[config.mk]
export PLATFORM = sky130hd
export DESIGN_NAME = rr_arbiter8
export DESIGN_NICKNAME = d
export VERILOG_FILES = /design/src/rtl/arb_pkg.sv /design/src/rtl/rr_arbiter8_or8.sv /design/src/rtl/rr_arbiter8.sv
export SDC_FILE = /design/constraint.sdc
export NUM_CORES = 1
export LEC_CHECK = 0
export ABC_AREA = 1
export CAP_MARGIN = 20
export CORE_MARGIN = 2
export CORE_UTILIZATION = 55
export CTS_BUF_LIST = sky130_fd_sc_hd__clkbuf_4
export CTS_CLUSTER_SIZE = 20
export DETAILED_ROUTE_END_ITERATION = 10
export GPL_ROUTABILITY_DRIVEN = 0
export PLACE_DENSITY = 0.8
export SLEW_MARGIN = 20
export SYNTH_ARGS = -nofsm -noshare
export SYNTH_HDL_FRONTEND = slang
export SYNTH_SLANG_ARGS = --single-unit
[constraint.sdc]
create_clock -name CLK -period 3.8 [get_ports CLK]
set_clock_uncertainty 0.1 [all_clocks]
set_input_delay 1.14 -clock CLK [delete_from_list [all_inputs] [get_ports CLK]]
set_output_delay 1.14 -clock CLK [all_outputs]
set_load 0.01 [all_outputs]
[src/rtl/arb_pkg.sv]
`timescale 1ns/1ps
`default_nettype none
// ============================================================================
// Module  : arb_pkg
// Brief   : Shared types and round-robin pick helpers for rr_arbiter8.
// Revision: 1.0  initial release
// ============================================================================
package arb_pkg;

   localparam int N_REQ = 8;
   localparam int ID_W  = 3;

   typedef enum logic {
      IDLE  = 1'b0,
      GRANT = 1'b1
   } arb_state_t;

   // Downward scan so the entry closest to ptr is written last and wins.
   function automatic logic [N_REQ-1:0] rr_pick(input logic [N_REQ-1:0] req,
                                                input logic [ID_W-1:0]  ptr);
      logic [N_REQ-1:0] win;
      logic [ID_W-1:0]  idx;
      win = '0;
      for (int i = N_REQ - 1; i >= 0; i--) begin
         idx = ptr + ID_W'(i);
         if (req[idx]) begin
            win      = '0;
            win[idx] = 1'b1;
         end
      end
      return win;
   endfunction

   function automatic logic [ID_W-1:0] onehot_to_id(input logic [N_REQ-1:0] oh);
      logic [ID_W-1:0] id;
      id = '0;
      for (int i = 0; i < N_REQ; i++) begin
         if (oh[i]) id = id | ID_W'(i);
      end
      return id;
   endfunction

endpackage
`default_nettype wire

[src/rtl/rr_arbiter8_or8.sv]
`timescale 1ns/1ps
`default_nettype none
// ============================================================================
// Module  : MyOr8way
// Brief   : Any-request detect across the eight request lines.
// Revision: 1.0  initial release
// ============================================================================
module MyOr8way (
   input  logic [7:0] req,
   output logic       any
);

   assign any = |req;

endmodule
`default_nettype wire

[src/rtl/rr_arbiter8.sv]
`timescale 1ns/1ps
`default_nettype none
// ============================================================================
// Module  : rr_arbiter8
// Brief   : 8-way round-robin arbiter with registered one-hot grant held
//           until the owner releases. Optional hold timeout via ARB_TIMEOUT_EN.
// Revision: 1.0  initial release
// ============================================================================
module rr_arbiter8
   import arb_pkg::*;
#(
   parameter int MAX_HOLD = 16
) (
   input  logic       CLK,
   input  logic       RST_N,
   input  logic [7:0] REQ,
   output logic [7:0] GNT,
   output logic       GNT_VLD,
   output logic [2:0] GNT_ID,
   output logic       TMO
);

   // Marker only: a MAX_HOLD outside 2..65535 is not a supported build.
   if (MAX_HOLD < 2 || MAX_HOLD > 65535) begin : g_max_hold_illegal
   end

   arb_state_t        state_q, state_d;
   logic [ID_W-1:0]   ptr_q, ptr_d;
   logic [N_REQ-1:0]  gnt_q, gnt_d;
   logic [ID_W-1:0]   gnt_id_q, gnt_id_d;
   logic              gnt_vld_q, gnt_vld_d;

   logic              any;
   logic [ID_W-1:0]   ptr_next;
   logic [ID_W-1:0]   pick_base;
   logic [N_REQ-1:0]  pick;
   logic              load;
   logic              drop;

`ifdef ARB_TIMEOUT_EN
   localparam logic [15:0] HOLD_LAST = 16'(MAX_HOLD - 1);
   logic [15:0]       cnt_q, cnt_d;
   logic              tmo_q, tmo_d;
`endif

   MyOr8way u_any (
      .req (REQ),
      .any (any)
   );

   // In GRANT the owner sits last in the scan, so a revoke never re-picks it.
   assign ptr_next  = gnt_id_q + 3'd1;
   assign pick_base = (state_q == IDLE) ? ptr_q : ptr_next;
   assign pick      = rr_pick(REQ, pick_base);

   always_comb begin
      state_d   = state_q;
      ptr_d     = ptr_q;
      gnt_d     = gnt_q;
      gnt_id_d  = gnt_id_q;
      gnt_vld_d = gnt_vld_q;
      load      = 1'b0;
      drop      = 1'b0;
`ifdef ARB_TIMEOUT_EN
      cnt_d     = cnt_q;
      tmo_d     = 1'b0;
`endif
      case (state_q)
         IDLE: begin
            load = any;
         end
         GRANT: begin
            if (!REQ[gnt_id_q]) begin
               ptr_d = ptr_next;
               load  = |pick;
               drop  = ~(|pick);
            end
`ifdef ARB_TIMEOUT_EN
            else if (cnt_q == HOLD_LAST) begin
               cnt_d = '0;
               if (|(REQ & ~gnt_q)) begin
                  ptr_d = ptr_next;
                  load  = 1'b1;
                  tmo_d = 1'b1;
               end
            end else begin
               cnt_d = cnt_q + 16'd1;
            end
`endif
         end
         default: begin
            drop = 1'b1;
         end
      endcase

      if (load) begin
         state_d   = GRANT;
         gnt_d     = pick;
         gnt_id_d  = onehot_to_id(pick);
         gnt_vld_d = 1'b1;
`ifdef ARB_TIMEOUT_EN
         cnt_d     = '0;
`endif
      end else if (drop) begin
         state_d   = IDLE;
         gnt_d     = '0;
         gnt_id_d  = '0;
         gnt_vld_d = 1'b0;
`ifdef ARB_TIMEOUT_EN
         cnt_d     = '0;
`endif
      end
   end

   always_ff @(posedge CLK or negedge RST_N) begin
      if (!RST_N) begin
         state_q   <= IDLE;
         ptr_q     <= '0;
         gnt_q     <= '0;
         gnt_id_q  <= '0;
         gnt_vld_q <= 1'b0;
`ifdef ARB_TIMEOUT_EN
         cnt_q     <= '0;
         tmo_q     <= 1'b0;
`endif
      end else begin
         state_q   <= state_d;
         ptr_q     <= ptr_d;
         gnt_q     <= gnt_d;
         gnt_id_q  <= gnt_id_d;
         gnt_vld_q <= gnt_vld_d;
`ifdef ARB_TIMEOUT_EN
         cnt_q     <= cnt_d;
         tmo_q     <= tmo_d;
`endif
      end
   end

   assign GNT     = gnt_q;
   assign GNT_VLD = gnt_vld_q;
   assign GNT_ID  = gnt_id_q;
`ifdef ARB_TIMEOUT_EN
   assign TMO     = tmo_q;
`else
   assign TMO     = 1'b0;
`endif

endmodule
`default_nettype wire

======== Word-level counts from Yosys, hierarchy flattened ========
Index checks and enable logic that the tools add are counted.
word-level totals
  word-level logic and storage cells ...... 104
  flip-flop bits (word level) ............. 15
  output and inout port bits .............. 13
  input port bits ......................... 10
operators by class
  muxes and demuxes ....................... 60
  reductions and logical operators ........ 12
  add/sub/neg operators ................... 8
  bitwise gates (word level) .............. 3
  magnitude comparators ................... 17
operators with widths
  operator                                                                      count
  8-bit two-way mux                                                             10
  3-bit by 4-bit less-than comparator with 1-bit output, second input constant  9
  1-bit binary-select mux with 3-bit select                                     9
  1-bit demux with 3-bit select                                                 8
  3-bit by 1-bit >= comparator with 1-bit output, second input constant         8
  1-bit two-way mux                                                             23
  3-bit two-way mux                                                             7
  8-bit OR reduction                                                            2
  3-bit adder, second input constant                                            4
  1-bit logical AND                                                             8
  3-bit by 1-bit adder with 3-bit output, second input constant                 2
  3-bit by 2-bit adder with 3-bit output, second input constant                 2
  2-bit two-way mux                                                             2
  1-bit inverter                                                                3
  1-bit one-hot mux with 2 select lines                                         1
  2-bit AND reduction                                                           1
  2-bit nonzero test                                                            1

======== Depth between registers and ports, before layout ========
Gate-level depths: netlist (run 1).
  depth in word-level cells ............... 23
  mapped depth ............................ 27

======== Modules after synthesis ========
A second synthesis (run 1) with hierarchy kept.
unflattened totals
  cell total of the unflattened synthesis .. 482
  area, all modules ....................... 2542.4 sq um
by module, submodules not included
  module       cells an instance  area each (sq um)  instances
  rr_arbiter8  467                2486.1             1
  MyOr8way     15                 56.3               1

======== Worst setup path after synthesis (run 1) ========
No wires, ideal clock.
  path type ............................... register -> register
  from .................................... register gnt_id_q[0], in the netlist GNT_ID[0]
  to ...................................... register gnt_q[5], in the netlist GNT[5]
  arrival ................................. 2.834 ns
  cell stages (with the launch flop) ...... 28
  library setup time ...................... 0.117 ns
  path buffers ............................ 4
  data required time ...................... 3.583 ns
  path slack .............................. 0.750 ns
  cell sequence ........................... dfrtp_1 -> buf_6 -> inv_2 -> nand2_2 -> nand2_4 -> buf_6 -> buf_2 -> ha_1 -> clkbuf_1 -> nand3_1 -> nand2_1 -> nand2_1 -> nand2_2 -> nand2_1 -> clkinv_1 -> nand2_1 -> nand2_1 -> nand2_1 -> nand2_1 -> nand2_1 -> nand2_1 -> nand2_1 -> nor2_1 -> nand2_1 -> nand2_1 -> nand2_4 -> nand2_1 -> nand2_1
between the ends
  longest elaborated chain between the ends .. 20
  elaborated cells on any way between the ends .. 83
  classes of those cells .................. add/sub (8); order compare (16); mux (48); bitwise (1); reduce/logical (10)
RTL lines
  what                                                                                                                                           RTL line                              source
  start: declaration                                                                                                                             rr_arbiter8.sv:30                     logic [ID_W-1:0] gnt_id_q, gnt_id_d;
  start signal: assignment                                                                                                                       rr_arbiter8.sv:130                    gnt_id_q <= gnt_id_d;
  3-bit by 1-bit adder with 3-bit output                                                                                                         rr_arbiter8.sv:52                     assign ptr_next = gnt_id_q + 3'd1;
  3-bit two-way mux                                                                                                                              rr_arbiter8.sv:53                     assign pick_base = (state_q == IDLE) ? ptr_q : ptr_next;
  3-bit adder                                                                                                                                    arb_pkg.sv:25                         idx = ptr + ID_W'(i);
  3-bit by 4-bit less-than comparator with 1-bit output (implied by the code) or 3-bit by 1-bit >= comparator with 1-bit output (tied branches)  arb_pkg.sv:28                         win[idx] = 1'b1;
  1-bit logical AND (implied by the code)                                                                                                        arb_pkg.sv:28
  1-bit two-way mux (implied by the code)                                                                                                        arb_pkg.sv:28
  1-bit demux with 3-bit select                                                                                                                  arb_pkg.sv:28
  8-bit two-way mux (8 in series)                                                                                                                arb_pkg.sv:26                         if (req[idx]) begin
  8-bit OR reduction                                                                                                                             rr_arbiter8.sv:75, rr_arbiter8.sv:76
  1-bit inverter                                                                                                                                 rr_arbiter8.sv:76                     drop = ~(|pick);
  1-bit two-way mux                                                                                                                              rr_arbiter8.sv:73                     if (!REQ[gnt_id_q]) begin
  1-bit two-way mux                                                                                                                              rr_arbiter8.sv:68                     case (state_q)
  2-bit nonzero test (no source line)                                                                                                            n/a
  end signal: assignment                                                                                                                         rr_arbiter8.sv:129                    gnt_q <= gnt_d;
  end: declaration                                                                                                                               rr_arbiter8.sv:29                     logic [N_REQ-1:0] gnt_q, gnt_d;
Parallel ways exist; a longest one is shown, timed or not. The select of a mux whose other input is x is not followed.
A chain may end at the register's enable or synchronous reset.

======== Worst setup path after layout (run 1) ========
  from .................................... input REQ[6]
  to ...................................... register gnt_q[6], in the netlist GNT[6]
between the ends
  longest elaborated chain between the ends .. 15
  elaborated cells on any way between the ends .. 35
  classes of those cells .................. mux (31); bitwise (1); reduce/logical (3)
RTL lines
  what                                       RTL line                              source
  start: declaration                         rr_arbiter8.sv:16                     input logic [7:0] REQ,
  1-bit binary-select mux with 3-bit select  arb_pkg.sv:26
  1-bit two-way mux (implied by the code)    arb_pkg.sv:26
  8-bit two-way mux (8 in series)            arb_pkg.sv:26
  8-bit OR reduction                         rr_arbiter8.sv:75, rr_arbiter8.sv:76
  1-bit inverter                             rr_arbiter8.sv:76
  1-bit two-way mux                          rr_arbiter8.sv:73
  1-bit two-way mux                          rr_arbiter8.sv:68
  2-bit nonzero test (no source line)        n/a
Parallel ways exist; a longest one is shown, timed or not. The select of a mux whose other input is x is not followed.

==> impl_metrics.toml, run 1 <==
[critical_path]
required_ns = 3.94
worstPathArrival_ns = 3.65
reg2reg_to = "GNT[6]$_DFFE_PN0P_"
r2r-start = "GNT_ID[1]$_DFFE_PN0P_"
crit_fanout = 11
crit_path_end_kind = "register"
reg2reg_slack_ns = 0.49
crit_type = "input pin to register"
path_cells = "clkdlybuf4s50_1, inv_1, nand3_1, nand2_1, nand2_1, nand3_1, nand2_1, inv_1, o21ai_1, clkinv_1, nand2_1, nand2_1, nand2_1, nand2_1, nand2_1, nor2_1, nand2_1, nand2_1, nand2_4, nand2_1, nand2_1"
reg2reg_depth = 21
cpMostUsedCell = "nand2_1"
critPathLaunchType = "input pin"
cp_slowest_stage_delay_ns = 0.52
crit_slowest_cell = "clkdlybuf4s50_1"

[die]
placementRows = 24
die_y_um = 70.7
ios = 23
die-width_um = 70.7
dieArea_um2 = 5000
core_um2 = 4320
initial_utilization_pct = 56.7

[global_route]
grt_pass1_vias = 2568
grt_pass1_wl_um = 11400
grt_overflow = 0
grt_usage_pct = 27.9
antenna_found_initial = 0
grt_max_degree = 25

[clocking]
cts_buffers = 3
clkLatencyLatePin_ns = 0.29
holdBufCountCts = 0
clock_sinks = 15
cts_resized = 0
cts_buffer_depth = 2
cts_tree = "built"
cts_max_level = 1
postCtsSetupBuffers = 0
cts-root-buf = "clkbuf_4"
path_clk_slew_ns = 0.10

[detailed_routing]
vias = 2848
dr.pass1.iters = 6
wl_per_cell_um = 13.1
ant_nets = 0
drc = 0
wl_um = 6840
viasPerCell = 5.45
drt-initial-drc-count = 350

[place]
dp.final_hpwl_um = 5270
io_buffers = 21

[logic_synthesis]
synthDistinctLibCells = 31
synth_warnings = 0
synth_nets = 466
synth_area_per_cell_um2 = 5.44
syn_inst = 450
yosysSeqAreaShare_pct = 15.3
ys_ff_latch = 15
synth_area_um2 = 2450

[run]
cap_viol_max_count = 0

[timing]
slew_headroom_pct = 55.2
min_period_ns = 3.51
fmax_mhz = 285
drv_slew = 0
worstMarginPinSlew_ns = 0.669
fin_setup_tns_ns = 0
finalCritPeriodShare_pct = 92.4
hold_viol_final = 0
hold_ws_ns = 0.389
finalSetupViolations = 0
rsz0062_at_grt = "false"

[final_layout]
fillCellCount = 412
drive_above_1_share_pct = 12.1
seq_area_um2 = 375
nets = 488
antenna_cells = 0
area_delta_synth_final_pct = 10.9
multiInputGateArea_um2 = 1740

[status]
status = "finished clean"

[worst_hold_path]
worst_hold_path.num_cells = 2
worstHoldPathType = "register to register"
hp-start = "GNT[5]$_DFFE_PN0P_"
min_to = "GNT[5]$_DFFE_PN0P_"
[cell usage in the layout, fill, tap and decap left out, types with 2 or more instances in the layout]
cell type | Yosys | final
a21oi_1 | 20 | 20
buf_4 | 2 | 8
clkbuf_4 | 0 | 3
clkdlybuf4s50_1 | 0 | 21
clkinv_1 | 7 | 7
clkinv_2 | 1 | 2
dfrtp_1 | 15 | 15
ha_1 | 6 | 6
inv_1 | 51 | 51
inv_2 | 2 | 2
nand2_1 | 178 | 178
nand2_2 | 26 | 26
nand2_4 | 8 | 8
nand3_1 | 57 | 57
nor2_1 | 28 | 28
o211ai_1 | 3 | 3
o21ai_0 | 18 | 18
o21ai_1 | 6 | 6
[metal layers]
metal | vias up | share of wire [%] | track usage (%)
met4 | 0 | 3.4 | 11.9
met1 | 1240 | 45 | 38.8
li1 | 1446 | - | -
met5 | - | 0 | 0
met3 | 27 | 7.5 | 1.42
met2 | 135 | 45 | 45.2
[stage by stage]
stage               util (%)  setup slack (ns)  cells  instance area, µm²
floorplan                  -             0.750    450                2450
global placement        62.2            0.0918    519                2690
detailed placement      62.2            0.0437    519                2690
CTS                     62.8             0.378    523                2720
global route            62.8            0.0791    523                2720
finish                  62.8             0.291    523                2720
[critical path: cells and delay by family]
| kind | cells | cell delay, ns |
|---|---|---|
| AO/OA/AOI/OAI | 1 | 0.18 |
| AND/OR/NAND/NOR | 16 | 1.44 |
| buffers and inverters | 4 | 0.87 |
[cell type report]
type	instances	area share, %
Tap cell	52	2.39
Sequential cell	15	13.8
Inverter	62	8.79
Clock inverter	1	0.184
Clock buffer	3	0.829
Multi-Input combinational cell	361	64.0
Timing Repair Buffer	29	9.94
[Yosys cell counts]
cell type / n / area share, %
nand2_1: 178 / 27
nand3_1: 57 / 12
inv_1: 51 / 7.8
nor2_1: 28 / 4.3
nand2_2: 26 / 6.6
a21oi_1: 20 / 4.1
o21ai_0: 18 / 3.7
dfrtp_1: 15 / 15
nand2_4: 8 / 3.7
clkinv_1: 7 / 1.1
ha_1: 6 / 3.1
o21ai_1: 6 / 1.2
buf_6: 5 / 2.3
buf_2: 4 / 0.82
o211ai_1: 3 / 0.92
buf_4: 2 / 0.61
inv_2: 2 / 0.31
a21oi_2: 1 / 0.36
clkbuf_1: 1 / 0.15
clkinv_2: 1 / 0.20
conb_1: 1 / 0.15
inv_6: 1 / 0.36
nand2_8: 1 / 0.82
nand3_2: 1 / 0.41
nand4_1: 1 / 0.26
nor2_4: 1 / 0.46
nor3_1: 1 / 0.20
o21a_4: 1 / 0.61
o21ai_2: 1 / 0.36
o21ai_4: 1 / 0.66
or2_1: 1 / 0.26
[worst max path at each step]
stage / startpoint / to / slack (ns) / depth (start not counted)
finish: REQ[6] / GNT[6]$_DFFE_PN0P_ / 0.29 / 21
global route: REQ[6] / GNT[1]$_DFFE_PN0P_ / 0.08 / 21
CTS: REQ[6] / GNT[5]$_DFFE_PN0P_ / 0.38 / 21
detailed placement: REQ[6] / GNT[5]$_DFFE_PN0P_ / 0.04 / 21
global placement: REQ[6] / GNT[7]$_DFFE_PN0P_ / 0.09 / 21
floorplan: GNT_ID[0]$_DFFE_PN0P_ / GNT[5]$_DFFE_PN0P_ / 0.75 / 27
[sequential cells by signal, summed over array words and instances (netlist names)]
name and count:
GNT 8, GNT_VLD 1, ptr_q 3, GNT_ID 3
[cell families (layout without fill, tap and decap cells)]
group / after synthesis / in the layout / synth area share, %
flip-flops: 15 / 15 / 15.3
other: 1 / 1 / 0.153
adder cells (fa/ha/maj): 6 / 6 / 3.06
buffers and inverters: 74 / 95 / 13.6
AO/OA/AOI/OAI: 51 / 51 / 11.9
AND/OR/NAND/NOR: 303 / 303 / 55.9
Power of run 1 is not shown: default switching activity piles up to over one toggle a cycle in this logic, so the estimate is an artifact.
==> run 2: changes to the inputs <==
PLACE_DENSITY = 0.77   (was 0.8)
==> impl_metrics.toml, run 2 (synthesized netlist as in run 1, its figures left out) <==
[critical_path]
critPathLaunchType = "input pin"
r2r-start = "GNT_ID[1]$_DFFE_PN0P_"
reg2reg_to = "GNT_ID[0]$_DFFE_PN0P_"
required_ns = 3.89
crit_path_end_kind = "register"
reg2reg_slack_ns = 0.47
cpMostUsedCell = "nand2_1"
cp_slowest_stage_delay_ns = 0.55
crit_type = "input pin to register"
crit_slowest_cell = "clkdlybuf4s50_1"
crit_fanout = 8
path_cells = "clkdlybuf4s50_1, inv_1, nand3_1, nand3_1, nand3_1, nand2_1, inv_1, a21oi_1, nand2_1, nand2_1, nand2_1, nand2_1, nor2_1, nand2_1, nand2_1, nand2_4, nand2_1, nand2_1"
reg2reg_depth = 21
worstPathArrival_ns = 3.47

[worst_hold_path]
hp-start = "GNT[5]$_DFFE_PN0P_"
worst_hold_path.num_cells = 2
worstHoldPathType = "register to register"
min_to = "GNT[5]$_DFFE_PN0P_"

[timing]
rsz0062_at_grt = "false"
slew_headroom_pct = 54.2
finalCritPeriodShare_pct = 89.0
finalSetupViolations = 0
worstMarginPinSlew_ns = 0.685
setup_ws_ns = 0.418
drv_slew = 0
hold_viol_final = 0
min_period_ns = 3.38
fmax_mhz = 296
fin_setup_tns_ns = 0

[place]
dp.final_hpwl_um = 5220
dpl_worst_slack_ns = 0.185
io_buffers = 21

[die]
die_y_um = 70.7
die-width_um = 70.7
initial_utilization_pct = 56.7
ios = 23
placementRows = 24
core_um2 = 4320
dieArea_um2 = 5000

[clocking]
cts_resized = 0
cts-root-buf = "clkbuf_4"
holdBufCountCts = 0
cts_max_level = 1
cts_buffers = 3
cts_buffer_depth = 2
clock_sinks = 15
clkLatencyLatePin_ns = 0.30
cts_tree = "built"
postCtsSetupBuffers = 0
path_clk_slew_ns = 0.10

[global_route]
antenna_found_initial = 0
grt_pass1_vias = 2698
grt_max_degree = 25
grt_usage_pct = 29.0
grt_pass1_wl_um = 12000
grt_overflow = 0

[detailed_routing]
viasPerCell = 5.44
ant_nets = 0
wl_per_cell_um = 12.9
wl_um = 6750
drc = 0
drt-initial-drc-count = 426
vias = 2858
dr.pass1.iters = 5

[status]
status = "finished clean"

[final_layout]
mostFrequentLayoutCells = "nand2_1 (178), nand3_1 (57), inv_1 (51)"
layout_commonest_cell = "nand2_1"
antenna_cells = 0
largest_reg_flops = 8
drive_above_1_share_pct = 12.5
nets = 490
area_delta_synth_final_pct = 11.5

[run]
cap_viol_max_count = 0
==> run 2: worst max-delay path: cells and delay by family <==
kind            cells  cell delay, ns
buf+inv             3            0.89
simple gates       14            1.36
compound gates      1            0.08
==> run 2: per-layer routing <==
layer | wire length (µm) | GRT usage [%] | vias to the layer above
met4 | 262 | 12.8 | 0
met3 | 478 | 2.99 | 30
li1 | - | - | 1449
met5 | 0 | 0 | -
met1 | 3110 | 41.3 | 1257
met2 | 2900 | 44.3 | 122
==> run 2: area by class of cell <==
class | count | area [µm²]
clock buffers | 3 | 22.5
well taps | 52 | 65.1
clock inverters | 1 | 5.00
inverters | 62 | 239
repair buffers | 31 | 285
multi-input cells | 361 | 1740
flip-flops and latches | 15 | 375
fillers | 447 | 1590
==> run 2: per-stage QoR <==
step                util [%]  std cells  hold slack, ns  area [µm²]
CTS                     63.2        525           0.391        2730
detailed placement      62.6        521           0.364        2710
global route            63.2        525           0.413        2730
floorplan                  -        450           0.367        2450
global placement        62.6        521           0.364        2710
finish                  63.2        525           0.383        2730
==> run 2: worst max path at each step <==
stage                          startpoint                    end  slack (ns)  cells after the start
floorplan           GNT_ID[0]$_DFFE_PN0P_     GNT[5]$_DFFE_PN0P_        0.75                     27
global placement                   REQ[6]     GNT[7]$_DFFE_PN0P_        0.16                     17
detailed placement                 REQ[7]     GNT[7]$_DFFE_PN0P_        0.19                     18
CTS                                REQ[7]  GNT_ID[0]$_DFFE_PN0P_        0.51                     18
global route                       REQ[7]     GNT[1]$_DFFE_PN0P_        0.23                     20
finish                             REQ[7]  GNT_ID[0]$_DFFE_PN0P_        0.42                     18
Power of run 2 is left out for the same reason.
==> run 3: changes to the inputs <==
clock period = 4.29 ns   (was 3.8 ns; I/O delays follow)
==> impl_metrics.toml, run 3 (synthesized netlist as in run 1, its figures left out) <==
[clocking]
path_clk_slew_ns = 0.09
cts_buffers = 3
clock_sinks = 15
cts_max_level = 1
cts_tree = "built"
clkLatencyLatePin_ns = 0.28
cts-root-buf = "clkbuf_4"
cts_buffer_depth = 2
postCtsSetupBuffers = 0
cts_resized = 0
holdBufCountCts = 0

[detailed_routing]
vias = 2829
wl_per_cell_um = 13.1
wl_um = 6770
ant_nets = 0
drt-initial-drc-count = 457
drc = 0
viasPerCell = 5.49
dr.pass1.iters = 8

[critical_path]
reg2reg_depth = 20
crit_fanout = 13
crit_path_end_kind = "register"
r2r-start = "GNT_ID[0]$_DFFE_PN0P_"
required_ns = 4.37
critPathLaunchType = "register"
reg2reg_to = "GNT[2]$_DFFE_PN0P_"
crit_type = "register to register"
reg2reg_slack_ns = 0.53
worstPathArrival_ns = 3.84

[global_route]
grt_overflow = 0
grt_pass1_vias = 2504
grt_pass1_wl_um = 11500
antenna_found_initial = 0
grt_max_degree = 25
grt_usage_pct = 27.6

[timing]
worstMarginPinSlew_ns = 0.660
finalCritPeriodShare_pct = 87.6
hold_ws_ns = 0.386
drv_slew = 0
hold_viol_final = 0
min_period_ns = 3.76
slew_headroom_pct = 55.8
finalSetupViolations = 0
rsz0062_at_grt = "false"
fin_setup_tns_ns = 0
fmax_mhz = 266

[die]
placementRows = 24
dieArea_um2 = 5000
ios = 23
die-width_um = 70.7
die_y_um = 70.7
core_um2 = 4320
initial_utilization_pct = 56.7

[status]
status = "finished clean"

[final_layout]
largest_reg_flops = 8
area_delta_synth_final_pct = 8.48
fillCellCount = 465
layout_commonest_cell = "nand2_1"
nets = 480
drive_above_1_share_pct = 10.6
antenna_cells = 0
mostFrequentLayoutCells = "nand2_1 (178), nand3_1 (57), inv_1 (51)"
final_cells = 515

[worst_hold_path]
worstHoldPathType = "register to register"
min_to = "GNT[4]$_DFFE_PN0P_"
hp-start = "GNT[4]$_DFFE_PN0P_"
worst_hold_path.num_cells = 2

[run]
cap_viol_max_count = 0

[place]
dp_cells = 511
dp.final_hpwl_um = 5130
io_buffers = 21
-- run 3: worst max-delay path by stage --
stage / endpoint / cells past startpoint / from / slack, ns
after global placement: GNT[1]$_DFFE_PN0P_ / 21 / REQ[6] / 0.40
after floorplan: GNT[5]$_DFFE_PN0P_ / 27 / GNT_ID[0]$_DFFE_PN0P_ / 1.24
after CTS: GNT[2]$_DFFE_PN0P_ / 20 / GNT_ID[0]$_DFFE_PN0P_ / 0.60
after global routing: GNT_ID[0]$_DFFE_PN0P_ / 24 / GNT_ID[0]$_DFFE_PN0P_ / 0.13
after detailed placement: GNT[2]$_DFFE_PN0P_ / 21 / REQ[6] / 0.40
final: GNT[2]$_DFFE_PN0P_ / 20 / GNT_ID[0]$_DFFE_PN0P_ / 0.53
-- run 3: area by class of cell --
cell class	count	area [µm²]	share of cell area [%]
Sequential cell	15	375	14.1
Clock buffer	3	22.5	0.847
Clock inverter	1	5.00	0.188
Inverter	62	239	8.99
Tap cell	52	65.1	2.45
Multi-Input combinational cell	361	1740	65.5
Timing Repair Buffer	21	210	7.91
-- run 3: critical path: stages (launching register included) --
cell and delay, ns:
dfrtp_1 0.61, ha_1 0.32, nand2_1 0.14, nand2_1 0.11, ha_1 0.51, clkinv_1 0.37
nand2_1 0.15, nand2_1 0.09, o21a_4 0.25, clkinv_2 0.10, o21ai_0 0.08, inv_1 0.07
nand2_1 0.05, nand2_1 0.05, nand2_1 0.07, nor2_1 0.15, nand2_1 0.07, nand2_1 0.12
nand2_4 0.10, nand2_1 0.08, nand2_1 0.05
-- run 3: stage by stage --
step / area, µm² / util (%) / worst slack [ns]
after CTS: 2660 / 61.5 / 0.597
final: 2660 / 61.5 / 0.534
after global routing: 2660 / 61.5 / 0.132
after global placement: 2630 / 60.8 / 0.402
after detailed placement: 2630 / 60.8 / 0.398
after floorplan: 2450 / - / 1.24
-- run 3: routing by layer --
layer / global-route usage (%) / part of all wire (%) / vias to the layer above
met4: 8.39 / 2.2 / 0
met3: 0.712 / 6.3 / 18
met5: 0 / 0 / -
met2: 43.5 / 45 / 124
li1: - / - / 1429
met1: 41.3 / 46 / 1258
Power of run 3 is left out for the same reason.
